### src/rtl/vend_pkg.sv
// Shared constants for the vending transaction controller: one-hot state codes
// and coin values expressed in half-units.
package vend_pkg;

  localparam logic [3:0] ST_IDLE    = 4'b0001;
  localparam logic [3:0] ST_COLLECT = 4'b0010;
  localparam logic [3:0] ST_VEND    = 4'b0100;
  localparam logic [3:0] ST_CHANGE  = 4'b1000;

  localparam int unsigned HALF_UNITS = 1;
  localparam int unsigned ONE_UNITS  = 2;

endpackage

### src/rtl/vend_wdog.sv
// Dispense watchdog: counts enabled cycles and flags expiry on the TIMEOUT-th one.
// Only instantiated when VEND_TIMEOUT_EN is defined.
module vend_wdog #(
  parameter int unsigned TIMEOUT = 255
) (
  input  logic clk_i,
  input  logic rst_n_i,
  input  logic clr_i,
  input  logic en_i,
  output logic expire_o
);

  localparam int unsigned W = (TIMEOUT < 2) ? 1 : $clog2(TIMEOUT + 1);

  logic [W-1:0] cnt_q, cnt_d;

  always_comb begin
    cnt_d = cnt_q;
    if (clr_i) begin
      cnt_d = '0;
    end else if (en_i) begin
      cnt_d = cnt_q + 1'b1;
    end
  end

  // Expiry fires on the edge that would complete the TIMEOUT-th counted cycle.
  assign expire_o = en_i && (cnt_q == W'(TIMEOUT - 1));

  always_ff @(posedge clk_i) begin
    if (!rst_n_i) begin
      cnt_q <= '0;
    end else begin
      cnt_q <= cnt_d;
    end
  end

endmodule

### src/rtl/vend_ctrl.sv
// Vending transaction controller: coin credit, dispenser handshake, change return.
// Define VEND_TIMEOUT_EN to add a dispense watchdog that refunds on timeout.
module vend_ctrl
  import vend_pkg::*;
#(
  parameter int unsigned PRICE   = 3,
  parameter int unsigned CW      = 4,
  parameter int unsigned TIMEOUT = 255
) (
  input  logic          clk,
  input  logic          rst,
  input  logic          coin_half,
  input  logic          coin_one,
  input  logic          cancel,
  input  logic          dispense_ack,
  output logic          dispense_req,
  output logic          change_pulse,
  output logic          coin_reject,
  output logic [CW-1:0] credit,
  output logic          busy,
  output logic          dispense_fault
);

  if (PRICE < 1 || PRICE > 13 || (PRICE + 1) >= (1 << CW) || TIMEOUT < 1) begin : g_param_chk
    $error("vend_ctrl: illegal parameter set");
  end

  localparam logic [CW-1:0] PRICE_C = CW'(PRICE);

  logic [3:0]    state_q, state_d;
  logic [CW-1:0] credit_q, credit_d;
  logic          req_q, req_d;
  logic          pulse_q, pulse_d;
  logic          reject_q, reject_d;
  logic          busy_q, busy_d;
  logic          fault_q, fault_d;

  logic          coin_any, coin_both;
  logic [CW-1:0] coin_val, credit_acc, remainder;
  logic          wdog_expire;

`ifdef VEND_TIMEOUT_EN
  vend_wdog #(
    .TIMEOUT (TIMEOUT)
  ) u_wdog (
    .clk_i    (clk),
    .rst_n_i  (rst),
    .clr_i    (state_q != ST_VEND),
    .en_i     (state_q == ST_VEND),
    .expire_o (wdog_expire)
  );
`else
  assign wdog_expire = 1'b0;
`endif

  assign coin_any  = coin_half | coin_one;
  assign coin_both = coin_half & coin_one;
  assign coin_val  = coin_both ? '0 :
                     coin_one  ? CW'(ONE_UNITS) :
                     coin_half ? CW'(HALF_UNITS) : '0;
  assign credit_acc = credit_q + coin_val;
  assign remainder  = credit_q - PRICE_C;

  always_comb begin
    state_d  = state_q;
    credit_d = credit_q;
    req_d    = req_q;
    pulse_d  = 1'b0;
    reject_d = 1'b0;
    fault_d  = 1'b0;
    unique case (state_q)
      ST_IDLE, ST_COLLECT: begin
        // Coin is folded in first; cancel then sees the updated credit, and a
        // credit that reaches PRICE takes priority over the cancel.
        reject_d = coin_both;
        credit_d = credit_acc;
        if (credit_acc >= PRICE_C) begin
          state_d = ST_VEND;
          req_d   = 1'b1;
        end else if (cancel) begin
          state_d = (credit_acc == '0) ? ST_IDLE : ST_CHANGE;
        end else if (coin_any && !coin_both) begin
          state_d = ST_COLLECT;
        end
      end
      ST_VEND: begin
        reject_d = coin_any;
        if (dispense_ack) begin
          credit_d = remainder;
          req_d    = 1'b0;
          state_d  = (remainder != '0) ? ST_CHANGE : ST_IDLE;
        end else if (wdog_expire) begin
          req_d   = 1'b0;
          fault_d = 1'b1;
          state_d = ST_CHANGE;
        end
      end
      ST_CHANGE: begin
        reject_d = coin_any;
        if (credit_q != '0) begin
          pulse_d  = 1'b1;
          credit_d = credit_q - 1'b1;
        end else begin
          state_d = ST_IDLE;
        end
      end
      default: begin
        state_d  = ST_IDLE;
        credit_d = '0;
        req_d    = 1'b0;
      end
    endcase
    busy_d = (state_d == ST_VEND) || (state_d == ST_CHANGE);
  end

  always_ff @(posedge clk) begin
    if (!rst) begin
      state_q  <= ST_IDLE;
      credit_q <= '0;
      req_q    <= 1'b0;
      pulse_q  <= 1'b0;
      reject_q <= 1'b0;
      busy_q   <= 1'b0;
      fault_q  <= 1'b0;
    end else begin
      state_q  <= state_d;
      credit_q <= credit_d;
      req_q    <= req_d;
      pulse_q  <= pulse_d;
      reject_q <= reject_d;
      busy_q   <= busy_d;
      fault_q  <= fault_d;
    end
  end

  assign dispense_req = req_q;
  assign change_pulse = pulse_q;
  assign coin_reject  = reject_q;
  assign credit       = credit_q;
  assign busy         = busy_q;
`ifdef VEND_TIMEOUT_EN
  assign dispense_fault = fault_q;
`else
  assign dispense_fault = 1'b0;
`endif

endmodule

### config.mk
export PLATFORM = sky130hd
export DESIGN_NAME = vend_ctrl
export DESIGN_NICKNAME = d
export VERILOG_FILES = /design/src/rtl/vend_pkg.sv /design/src/rtl/vend_wdog.sv /design/src/rtl/vend_ctrl.sv
export SDC_FILE = /design/constraint.sdc
export NUM_CORES = 1
export LEC_CHECK = 0
export CAP_MARGIN = 25
export CORE_MARGIN = 1.5
export CORE_UTILIZATION = 46
export CTS_CLUSTER_SIZE = 20
export DETAILED_ROUTE_END_ITERATION = 8
export PLACE_DENSITY = 0.86
export SYNTH_ARGS = -nofsm -noshare
export SYNTH_HDL_FRONTEND = slang
export SYNTH_SLANG_ARGS = --single-unit
### constraint.sdc
create_clock -name clk -period 1.85 [get_ports clk]
set_input_delay 0.185 -clock clk [delete_from_list [all_inputs] [get_ports clk]]
set_output_delay 0.185 -clock clk [all_outputs]
set_load 0.005 [all_outputs]
=== Yosys cells after proc, flatten, opt, wreduce, memory -nomap -nowiden ===
Cells that the tools add are included.

* Register bits: 12
* Word-level logic and storage cells: 52

* Equality and inequality tests: 9
* Reduce and logical (&&, ||, !) cells: 11
* Magnitude comparators: 1
* Multiplexer cells: 19
* Bitwise logic cells: 3
* $add $sub $neg: 3

{| class="wikitable"
|+ Operators by type and width
! cell !! number
|-
| 4-bit two-way mux || 9
|-
| 4-bit case mux with 3 select lines || 2
|-
| 4-bit by 3-bit == test with 1-bit output, second input constant || 2
|-
| 4-bit == test, second input constant || 2
|-
| 4-bit nonzero test || 2
|-
| 2-bit != test, second input constant || 3
|-
| 4-bit by 2-bit adder with 4-bit output || 1
|-
| 4-bit by 1-bit == test with 1-bit output, second input constant || 1
|-
| 4-bit by 2-bit == test with 1-bit output, second input constant || 1
|-
| 4-bit by 2-bit >= comparator with 1-bit output, second input constant || 1
|-
| 4-bit zero test || 1
|-
| 1-bit two-way mux || 4
|-
| 2-bit two-way mux || 2
|-
| 2-bit AND reduction || 2
|-
| 2-bit OR reduction || 2
|-
| 4-bit by 1-bit subtractor with 4-bit output, second input constant || 1
|-
| 4-bit by 2-bit subtractor with 4-bit output, second input constant || 1
|-
| 1-bit case mux with 3 select lines || 1
|-
| 3-bit AND reduction || 1
|-
| 1-bit case mux with 2 select lines || 1
|-
| 1-bit bitwise AND || 1
|-
| 1-bit logical AND || 1
|-
| 1-bit zero test || 1
|-
| 1-bit logical OR || 1
|-
| 2 further kinds || 2
|}

=== Depth between registers and ports, before layout ===
Gate-level depths: netlist of run 1.

* Depth in word-level cells: 11
* Depth in mapped cells: 9

=== Worst setup path before layout of run 1 ===
OpenSTA, ideal clock, no wires.

* Path kind: reg-to-reg
* From: reg credit_q[0], in the netlist credit[0]
* To: reg req_q, in the netlist dispense_req
* Arrival: 1939 ps
* Path buffers: 0
* Setup slack: -208 ps
* Library setup time: 119 ps
* Required time: 1731 ps
* Stages on the path, launching flop included: 8
* Cells stage by stage: dfxtp_1 -> ha_1 -> fa_1 -> nand2_1 -> nand3_1 -> a211oi_1 -> nor2_1 -> o221a_2

* Longest elaborated chain between the ends: 4

{| class="wikitable"
|+ RTL lines
! item !! RTL line !! RTL
|-
| from (decl) || vend_ctrl.sv:31 || <nowiki>logic [CW-1:0] credit_q, credit_d;</nowiki>
|-
| from (signal assigned) || vend_ctrl.sv:127 || <nowiki>credit_q <= credit_d;</nowiki>
|-
| 4-bit by 2-bit adder with 4-bit output || vend_ctrl.sv:61 || <nowiki>assign credit_acc = credit_q + coin_val;</nowiki>
|-
| 4-bit by 2-bit >= comparator with 1-bit output || vend_ctrl.sv:77 || <nowiki>if (credit_acc >= PRICE_C) begin</nowiki>
|-
| 2-bit != test (no source line) || n/a ||
|-
| 3-bit AND reduction (no source line) || n/a ||
|-
| to (signal assigned) || vend_ctrl.sv:128 || <nowiki>req_q <= req_d;</nowiki>
|-
| to (decl) || vend_ctrl.sv:32 || <nowiki>logic req_q, req_d;</nowiki>
|}

Every way passes these cells.
A chain may end at the register's enable or synchronous reset.

=== Worst setup path in the final report of run 1 ===
* From: reg state_q[1]
* To: reg state_q[0]

* Longest elaborated chain between the ends: 3
* Elaborated cells on any way between the ends: 6
* Classes of those cells: eq/ne: 4; mux: 1; reduce/logical: 1

{| class="wikitable"
|+ RTL lines
! item !! RTL line !! RTL
|-
| from (decl) || vend_ctrl.sv:30 || <nowiki>logic [3:0] state_q, state_d;</nowiki>
|-
| from (signal assigned) || vend_ctrl.sv:126 || <nowiki>state_q <= state_d;</nowiki>
|-
| 4-bit by 1-bit == test with 1-bit output / 4-bit by 2-bit == test with 1-bit output (equally long branches) || vend_ctrl.sv:71 || <nowiki>unique case (state_q)</nowiki>
|-
| 2-bit OR reduction || vend_ctrl.sv:71 ||
|-
| 4-bit case mux with 3 select lines * || vend_ctrl.sv:71 ||
|}

Every way passes the cells marked *; elsewhere a longest branch is shown, timed or not.

==> metrics.yaml, run 1 <==
outcome:
  status: "finished with violations"
  failed_checks: "negative setup slack"
floorplan:
  start_util_pct: 49.79
  rows: 15
  core_area_mm2: 0.001764
  chipWidth_um: 46.70
  die_h_um: 46.70
  io_pins: 15
  die_area_mm2: 0.002180
cts:
  clk_pin_slew_ns: 0.08
  clockBufferDepth: 2
  cts-root-buf: "clkbuf_4"
  clock-sinks: 12
  numCtsBuffers: 3
  tritoncts: "built"
  ctsHtreeMaxLevel: 1
  clock_latency_ns: 0.27
critical_path:
  required_ns: 2.01
  end_kind: "register"
  startpoint: "state_q[1]"
  cpPeakStageDelay_ns: 0.48
  path_cells: "xnor2_1 > or3_1 > a221oi_2 > o21ai_1 > o21bai_1"
  critPathLaunchType: "register"
  rr_worst_depth: 5
  r2r_start: "state_q[1]"
  worstPathArrival_ns: 2.08
  cp_max_fo: 6
  path_class: "register to register"
  crit_slowest_cell: "dfxtp_1"
grt:
  grt_pass1_wl_um: 4098
  grt.total_usage_pct: 26.77
  first_global_vias: 930
  grt_max_degree: 10
  grt.overflow.total: 0
  antenna_found_initial: 0
logic_synthesis:
  synth-simple-area-share_pct: 25.93
  seq_area_frac_synth_pct: 27.35
  syn_inst: 106
  synth_fa_ha_area_share_pct: 14.81
  synth_fp_nets: 121
  avgSynthCellArea_um2: 8.286
  muxShareOfSynthArea_pct: 0
  synth_warnings: 0
  synth_compound_area_share_pct: 24.07
  ys_ff_latch: 12
  ys_types: 38
  synth_top_family_by_area: "simple AND/OR/NAND/NOR gates"
  synthXorXnorAreaFrac_pct: 2.991
  syn_area_um2: 878.3
finish:
  fin_cells: 164
  final_area_mm2: 0.001276
  antennaDiodeCount: 0
  nets: 155
  area_growth_pct: 45.30
  drive_above_1_share_pct: 32.37
  final_cell_mix: "buf_4 (17), clkdlybuf4s50_1 (11), nand2_1 (10)"
  final_core_util_pct: 72.34
  final_common_cell: "buf_4"
worst_hold_path:
  worstHoldPathCells: 4
  hp-class: "primary input to register"
  hp-start: "coin_one"
placed_design:
  dp_slack_ns: -0.6909
  dp.cells: 159
  dpl.hpwl_um: 1796
  numPortBuffers: 13
  gp_congestion: 0.9326
  place_area_mm2: 0.001185
sta:
  hold_viol_final: 0
  worst_slack_ns: -0.06917
  min_period_over_period_pct: 103.7
  setup_viol: 6
  finClkSkew_ns: 0.007591
  rsz0062_at_grt: "yes"
  fmax_mhz: 521.1
  tns_ns: -0.2590
  period_minus_slack_ns: 1.919
  finalMaxSlewViolations: 0
routing:
  ant_nets: 0
  avgViaCountPerCell: 5.939
  via_count: 974
  drt_iter0_markers: 30
  routed_wl_um: 2543
  drtPass1Iterations: 4
  drc_errors: 0
  avgRoutedWirePerCell_um: 15.51
pwr:
  power_density_mw_per_mm2: 1579
  p_leak_nw: 0.5133
  vdd_drop_max_mv: 1.134
run:
  maxCapViolations: 0
## stage by stage
step | hold WS (ns) | total power, W
floorplan | 0.2632 | 0.001114
global placement | 0.5134 | 0.001558
detailed placement | 0.5421 | 0.001603
CTS | 0.4496 | 0.001913
global route | 0.3976 | 0.002149
finish | 0.3467 | 0.002015
## timing repair
action,CTS,global route
endpoints found under the setup margin,9,9
pin swaps,9,4
buffers inserted,1,0
hold endpoints to repair,0,0
hold buffers,0,0
gates resized for setup,13,8
## worst paths after layout
check / end / slack, ns
max reg2reg: state_q[0] / -0.07
min: coin_reject / 0.35
min reg2reg: dispense_req / 0.54
max: state_q[0] / -0.07
## registers in the layout, indices dropped and copies added, names as in the netlist
| name | flops |
|---|---|
| coin_reject | 1 |
| dispense_req | 1 |
| change_pulse | 1 |
| state_q | 4 |
| busy | 1 |
| credit | 4 |
## power breakdown
group | switching (W) | leakage, nW | internal [W]
clock | 0.0000909 | 0.0210 | 0.000120
combinational | 0.000656 | 0.393 | 0.000668
sequential | 0.000129 | 0.0989 | 0.000351
total | 0.000876 | 0.513 | 0.00114
## worst max-delay path, delay by kind of cell (launching register included)
kind	cells	cell delay, ns
AOI/OAI and AO/OA	3	0.74
xor gates and xnor gates	1	0.17
DFF	1	0.48
and+or+nand+nor	1	0.42
## area by class of cell
| type | instances | area [um^2] |
|---|---|---|
| tap | 25 | 31.28 |
| sequential | 12 | 246.5 |
| clock buffer | 4 | 36.28 |
| multi-input combinational | 85 | 664.4 |
| fill | 141 | 488.0 |
| timing repair buffer | 32 | 275.3 |
| inverter | 6 | 22.52 |
## synthesized netlist by cell type
master	n	share of area (%)
dfxtp_1	12	27
nand2_1	10	4.3
nor2_1	9	3.8
ha_1	8	11
a21oi_1	7	4.0
a211oi_1	5	4.3
inv_1	5	2.1
o21ai_0	5	2.8
nor3b_1	4	3.4
nor4_1	3	2.1
a221oi_1	2	2.0
a31oi_1	2	1.4
nand2b_1	2	1.4
nand3_1	2	1.1
nor3_1	2	1.1
nor4b_2	2	3.4
o21ai_1	2	1.1
o21bai_1	2	1.7
or3_1	2	1.4
xor2_1	2	2.0
a221oi_2	1	1.7
a22oi_1	1	0.86
a2bb2oi_1	1	1.0
buf_2	1	0.57
buf_4	1	0.86
clkbuf_1	1	0.43
clkinv_1	1	0.43
conb_1	1	0.43
fa_1	1	2.3
maj3_1	1	1.1
nor2_2	1	0.71
nor2b_1	1	0.71
o21a_1	1	0.86
o221a_2	1	1.3
o2bb2ai_1	1	1.0
or4b_1	1	1.1
or4b_2	1	1.1
xnor2_1	1	1.0
## cells by family after synthesis
family	Yosys count
DFF	12
buffers and inverters	9
AOI/OAI and AO/OA	31
other	1
xor gates and xnor gates	3
adders and majority gates	10
and+or+nand+nor	40
## metal layers
layer	vias to the layer above	global-route usage (%)	part of all wire, %
met3	17	6.667	7.5
met1	445	32.40	39
met2	56	43.06	48
met4	0	14.44	4.8
li1	456	-	-
met5	-	0	0
No activity file was read; power rests on OpenSTA's default activity.
==> run 2: changes to the inputs <==
--- a/config.mk
+++ b/config.mk
@@ -10,7 +10,7 @@
 export CORE_UTILIZATION = 46
 export CTS_CLUSTER_SIZE = 20
 export DETAILED_ROUTE_END_ITERATION = 8
-export PLACE_DENSITY = 0.86
+export PLACE_DENSITY = 0.74
 export SYNTH_ARGS = -nofsm -noshare
 export SYNTH_HDL_FRONTEND = slang
 export SYNTH_SLANG_ARGS = --single-unit
==> run 2 against run 1 <==
Net effect: clock skew decreased by 0.0017 ns; fmax increased by 2.1%; setup slack improved by 0.039 ns; die area unchanged; worst hold slack improved by 0.078 ns; clock power increased by 4%; the run still ends with negative setup slack left; via count increased by 0.92%; highest routed layer unchanged; global-route usage increased by 0.58 points; largest cell class unchanged; sequential power decreased by 4.2%; critical path type is now primary input to register; largest power group unchanged.
==> metrics.yaml, run 2 (same netlist as run 1, synthesis figures left out) <==
cts:
  clock_latency_ns: 0.28
  clockBufferDepth: 2
  numCtsBuffers: 3
  cts-root-buf: "clkbuf_4"
  ctsHtreeMaxLevel: 1
  cts_hold_buf: 0
  clock-sinks: 12
  clk_pin_slew_ns: 0.09
  tritoncts: "built"
critical_path:
  required_ns: 2.01
  path_cells: "clkdlybuf4s15_2 > inv_2 > ha_2 > ha_4 > fa_2 > o21bai_1 > nand3_2 > a211oi_4 > buf_4 > buf_6 > a31oi_1"
  cp_max_fo: 4
  path_class: "primary input to register"
  rr_worst_depth: 8
  critPathLaunchType: "primary input"
  startpoint: "coin_one"
  crit_slowest_cell: "fa_2"
  worstPathArrival_ns: 2.04
  end_kind: "register"
  cpPeakStageDelay_ns: 0.36
  r2r-end: "busy"
  r2r_start: "credit[0]"
  reg2reg_setup_slack_ns: -0.03
routing:
  drc_errors: 0
  avgViaCountPerCell: 5.817
  routed_wl_um: 2589
  drtPass1Iterations: 4
  via_count: 983
  drt_iter0_markers: 31
  avgRoutedWirePerCell_um: 15.32
  ant_nets: 0
finish:
  nets: 160
  final_cell_mix: "buf_4 (22), dfxtp_1 (11), clkdlybuf4s50_1 (11)"
  final_common_cell: "buf_4"
  multi_input_area_um2: 663.1
  final_core_util_pct: 74.61
  seq_area_um2: 244.0
  drive_above_1_share_pct: 33.33
  area_growth_pct: 49.86
  antennaDiodeCount: 0
  fill_cells: 144
  fin_cells: 169
outcome:
  failed_checks: "negative setup slack"
  status: "finished with violations"
worst_hold_path:
  worstHoldPathCells: 4
  hp-class: "primary input to register"
  hp-start: "coin_one"
  holdPathEnd: "coin_reject"
floorplan:
  io_pins: 15
  core_area_mm2: 0.001764
  die_area_mm2: 0.002180
  rows: 15
  die_h_um: 46.70
  chipWidth_um: 46.70
  start_util_pct: 49.79
sta:
  relSlewSlack_pct: 66.81
  hold_viol_final: 0
  period_minus_slack_ns: 1.881
  tightest_slew_ns: 0.4968
  finalMaxSlewViolations: 0
  fmax_mhz: 531.7
  setup_viol: 3
  min_period_over_period_pct: 101.7
  worst_slack_ns: -0.03060
  tns_ns: -0.04045
  rsz0062_at_grt: "yes"
  finClkSkew_ns: 0.005907
pwr:
  vdd_drop_max_mv: 0.9146
  power_density_mw_per_mm2: 1589
  combPwrFrac_pct: 67.5
  seqPwrFrac_pct: 22.0
  p_leak_nw: 0.5336
  swShare_pct: 42.15
  p_sw_w: 0.0008817
  clockPowerShare_pct: 10.5
  internal-power_w: 0.001210
  power_w: 0.002092
placed_design:
  dp.cells: 162
  gp_congestion: 0.8951
  numPortBuffers: 13
  dpl.hpwl_um: 1784
grt:
  first_global_vias: 888
  antenna_found_initial: 0
  grt_pass1_wl_um: 4105
  grt.total_usage_pct: 27.34
  grt_max_degree: 10
  grt.overflow.total: 0
run:
  maxCapViolations: 0
-- run 2: cell count changes in the layout (fill, tap and decap cells not counted), sizes merged --
| cell | previous run | this run |
|---|---|---|
| buf | 20 | 24 |
| clkdlybuf4s15 | 1 | 2 |
-- run 2: through the flow --
stage	instance area [um^2]	hold WS [ns]	setup WS (ns)
2_1_floorplan	904.6	0.2632	0.01177
3_3_place_gp	1207	0.5113	-0.5800
3_5_place_dp	1207	0.5203	-0.7564
4_1_cts	1306	0.4198	-0.06381
5_1_grt	1316	0.4400	-0.1335
6_report	1316	0.4250	-0.03060
-- run 2: worst max-delay path: cells and delay by family --
kind                     cells  cell delay (ns)
adder cells (fa/ha/maj)      3             0.73
buffers and inverters        4             0.51
AO/OA/AOI/OAI                3             0.49
AND/OR/NAND/NOR              1             0.12
-- run 2: metal layers --
metal	global-route usage (%)	up-vias	routed length, um
li1	-	464	-
met1	33.18	464	1082
met2	45.83	47	1283
met3	5.098	8	163
met4	13.33	0	59
met5	0	-	0
-- run 2: how the worst max path moves through the flow --
stage | endpoint | slack (ns) | cells past startpoint
2_1_floorplan | dispense_req | 0.01 | 9
3_3_place_gp | state_q[3] | -0.58 | 10
3_5_place_dp | state_q[1] | -0.76 | 10
4_1_cts | state_q[3] | -0.06 | 7
5_1_grt | state_q[1] | -0.13 | 7
6_report | busy | -0.03 | 11
-- run 2: what timing repair did --
item,4_1_cts,5_1_grt
cloned,0,0
pin swaps,9,5
gates resized for setup,15,2
setup endpoints to repair,8,7
buffers inserted,3,0
-- run 2: power by group through the flow --
stage | logic (W) | registers, W | clock network (W)
after floorplan | 0.000658 | 0.000457 | 0
after global placement | 0.00117 | 0.000461 | 0
after detailed placement | 0.00119 | 0.000471 | 0
after CTS | 0.00137 | 0.000457 | 0.000226
after global routing | 0.00153 | 0.000472 | 0.000241
final | 0.00141 | 0.000460 | 0.000220
-- run 2: layout make-up --
| class | instances | area share (%) |
|---|---|---|
| repair buffers | 37 | 24.24 |
| well taps | 25 | 2.376 |
| flip-flops and latches | 12 | 18.54 |
| clock buffers | 4 | 2.757 |
| inverters | 6 | 1.711 |
| multi-input cells | 85 | 50.38 |
==> run 3: changes to the inputs <==
--- a/config.mk
+++ b/config.mk
@@ -5,9 +5,10 @@
 export SDC_FILE = /design/constraint.sdc
 export NUM_CORES = 1
 export LEC_CHECK = 0
+export ABC_AREA = 1
 export CAP_MARGIN = 25
 export CORE_MARGIN = 1.5
-export CORE_UTILIZATION = 46
+export CORE_UTILIZATION = 47
 export CTS_CLUSTER_SIZE = 20
 export DETAILED_ROUTE_END_ITERATION = 8
 export PLACE_DENSITY = 0.74
==> run 3 against run 2 <==
Net effect: the flow now finishes without violations; clock skew is 0.0045 ns lower; power is 17% lower; die area increased by 6.6%; via count down 3.1%; sequential power shrank 6.5%; critical endpoint unchanged; largest cell class unchanged; largest power group unchanged.
==> metrics.yaml, run 3 <==
outcome:
  status: "completed"
cts:
  tritoncts: "built"
  ctsHtreeMaxLevel: 1
  clock-sinks: 12
  numCtsBuffers: 3
  clockBufferDepth: 2
  clk_pin_slew_ns: 0.07
  clock_latency_ns: 0.27
  cts-root-buf: "clkbuf_4"
finish:
  nets: 181
  final_common_cell: "nand2_1"
  area_growth_pct: 28.78
  final_core_util_pct: 63.72
  final_area_mm2: 0.001237
  final_cell_mix: "nand2_1 (31), inv_1 (19), nor2_1 (16)"
  antennaDiodeCount: 0
  drive_above_1_share_pct: 23.17
placed_design:
  gp_congestion: 0.9555
  numPortBuffers: 13
  place_area_mm2: 0.001166
  dp_slack_ns: -0.4584
  dpl.hpwl_um: 1649
critical_path:
  cp_max_fo: 4
  crit_slowest_cell: "fa_2"
  required_ns: 2.01
  end_kind: "register"
  worstPathArrival_ns: 1.91
  cpPeakStageDelay_ns: 0.40
  path_cells: "ha_4 > fa_2 > xnor2_4 > nand3_2 > nor2_4 > nand3_1 > nand2_1 > nor2_2"
  crit_family: "adder cells"
  critPathLaunchType: "register"
  path_class: "register to register"
  worst-path-buf-inv: 0
floorplan:
  rows: 16
  core_area_mm2: 0.001942
  io_pins: 15
  chipWidth_um: 48.22
  die_h_um: 48.22
  die_area_mm2: 0.002325
  start_util_pct: 49.48
logic_synthesis:
  synth_area_leader_cell: "dfxtp_1"
  yosysTopAreaCellShare_pct: 25.00
  syn_area_um2: 960.9
  ys.flop_type: "dfxtp_1"
  ys_ff_latch: 12
  synth_fp_nets: 155
  synth.top_cells.by_area: "dfxtp_1 (25%), nand2_1 (12%), ha_1 (10%)"
  synth_top_cells_by_count: "nand2_1 (31), inv_1 (20), nor2_1 (16)"
  seq_area_frac_synth_pct: 25.00
  ys_types: 24
  syn_inst: 140
  avgSynthCellArea_um2: 6.864
  synth.most_common_cell: "nand2_1"
  synth_edf_count: 0
  synthArstFlopShare_pct: 0
  synth_warnings: 0
routing:
  drtPass1Iterations: 4
  ant_nets: 0
  avgViaCountPerCell: 4.990
  avgRoutedWirePerCell_um: 11.32
  routed_wl_um: 2163
  via_count: 953
  drc_errors: 0
  drt_iter0_markers: 23
sta:
  period_minus_slack_ns: 1.744
  hold_viol_final: 0
  finalMaxSlewViolations: 0
  whs_ns: 0.4777
  worst_slack_ns: 0.1058
  setup_viol: 0
  min_period_over_period_pct: 94.28
  finClkSkew_ns: 0.001370
  fmax_mhz: 573.3
grt:
  grt_pass1_wl_um: 3636
  grt_max_degree: 13
  grt.total_usage_pct: 22.05
  first_global_vias: 888
  antenna_found_initial: 0
  grt.overflow.total: 0
pwr:
  p_leak_nw: 0.5776
  vdd_drop_max_mv: 0.8717
  power_w: 0.001738
  power_density_mw_per_mm2: 1404
worst_hold_path:
  hp-class: "register to register"
run:
  maxCapViolations: 0
[run 3: path summary, 6_finish.rpt]
check | from | cells after the start | slack, ns | endpoint
max | credit[0] | 8 | 0.11 | busy
min | dispense_req | 2 | 0.48 | dispense_req
max reg2reg | credit[0] | 8 | 0.11 | busy
min reg2reg | dispense_req | 2 | 0.48 | dispense_req
[run 3: metal layers]
layer | vias to the layer above | GRT usage (%) | routed length [um] | part of all wire [%]
li1 | 493 | - | - | -
met1 | 441 | 26.97 | 916 | 42
met2 | 19 | 38.68 | 1140 | 53
met3 | 0 | 6.667 | 106 | 4.9
met4 | 0 | 3.243 | 0 | 0
met5 | - | 0 | 0 | 0
[run 3: final cells by class]
class | instances | area (um^2)
Inverter | 24 | 90.09
Clock buffer | 3 | 22.52
Fill cell | 197 | 704.4
Multi-Input combinational cell | 102 | 646.9
Tap cell | 27 | 33.78
Sequential cell | 12 | 241.5
Timing Repair Buffer | 23 | 202.7
[run 3: worst register-to-register path, cell delays in order, from the launching register on]
cell and delay, ns:
dfxtp_1 0.36, ha_4 0.19, fa_2 0.40, xnor2_4 0.23, nand3_2 0.14, nor2_4 0.14
nand3_1 0.08, nand2_1 0.09, nor2_2 0.03
[run 3: cell families (layout without fill, tap and decap cells)]
family / after synthesis / after routing / synth area share [%]
AO/OA/AOI/OAI: 19 / 19 / 10.81
flip-flops: 12 / 12 / 25.00
AND/OR/NAND/NOR: 72 / 72 / 37.11
XOR/XNOR: 1 / 1 / 2.865
buffers and inverters: 26 / 50 / 11.33
other: 1 / 1 / 0.3903
adder cells (fa/ha/maj): 9 / 9 / 12.50
[run 3: repair_timing]
item / CTS / global route
endpoints found under the setup margin: 7 / 1
buffers inserted: 2 / 0
hold buffers: 0 / 0
resized for setup: 7 / 3
pin swaps: 5 / 1
[run 3: report_power, final]
| group | leakage, nW | switching, W | internal (W) |
|---|---|---|---|
| clock | 0.0138 | 0.0000776 | 0.0000752 |
| sequential | 0.0986 | 0.0000850 | 0.000345 |
| combinational | 0.465 | 0.000626 | 0.000529 |
| total | 0.578 | 0.000788 | 0.000949 |
[run 3: stage by stage]
step | TNS, ns | std cells
after global placement | -2.594 | 186
after floorplan | 0 | 140
final | 0 | 191
after global routing | -0.008380 | 191
after CTS | 0 | 191
after detailed placement | -3.036 | 186
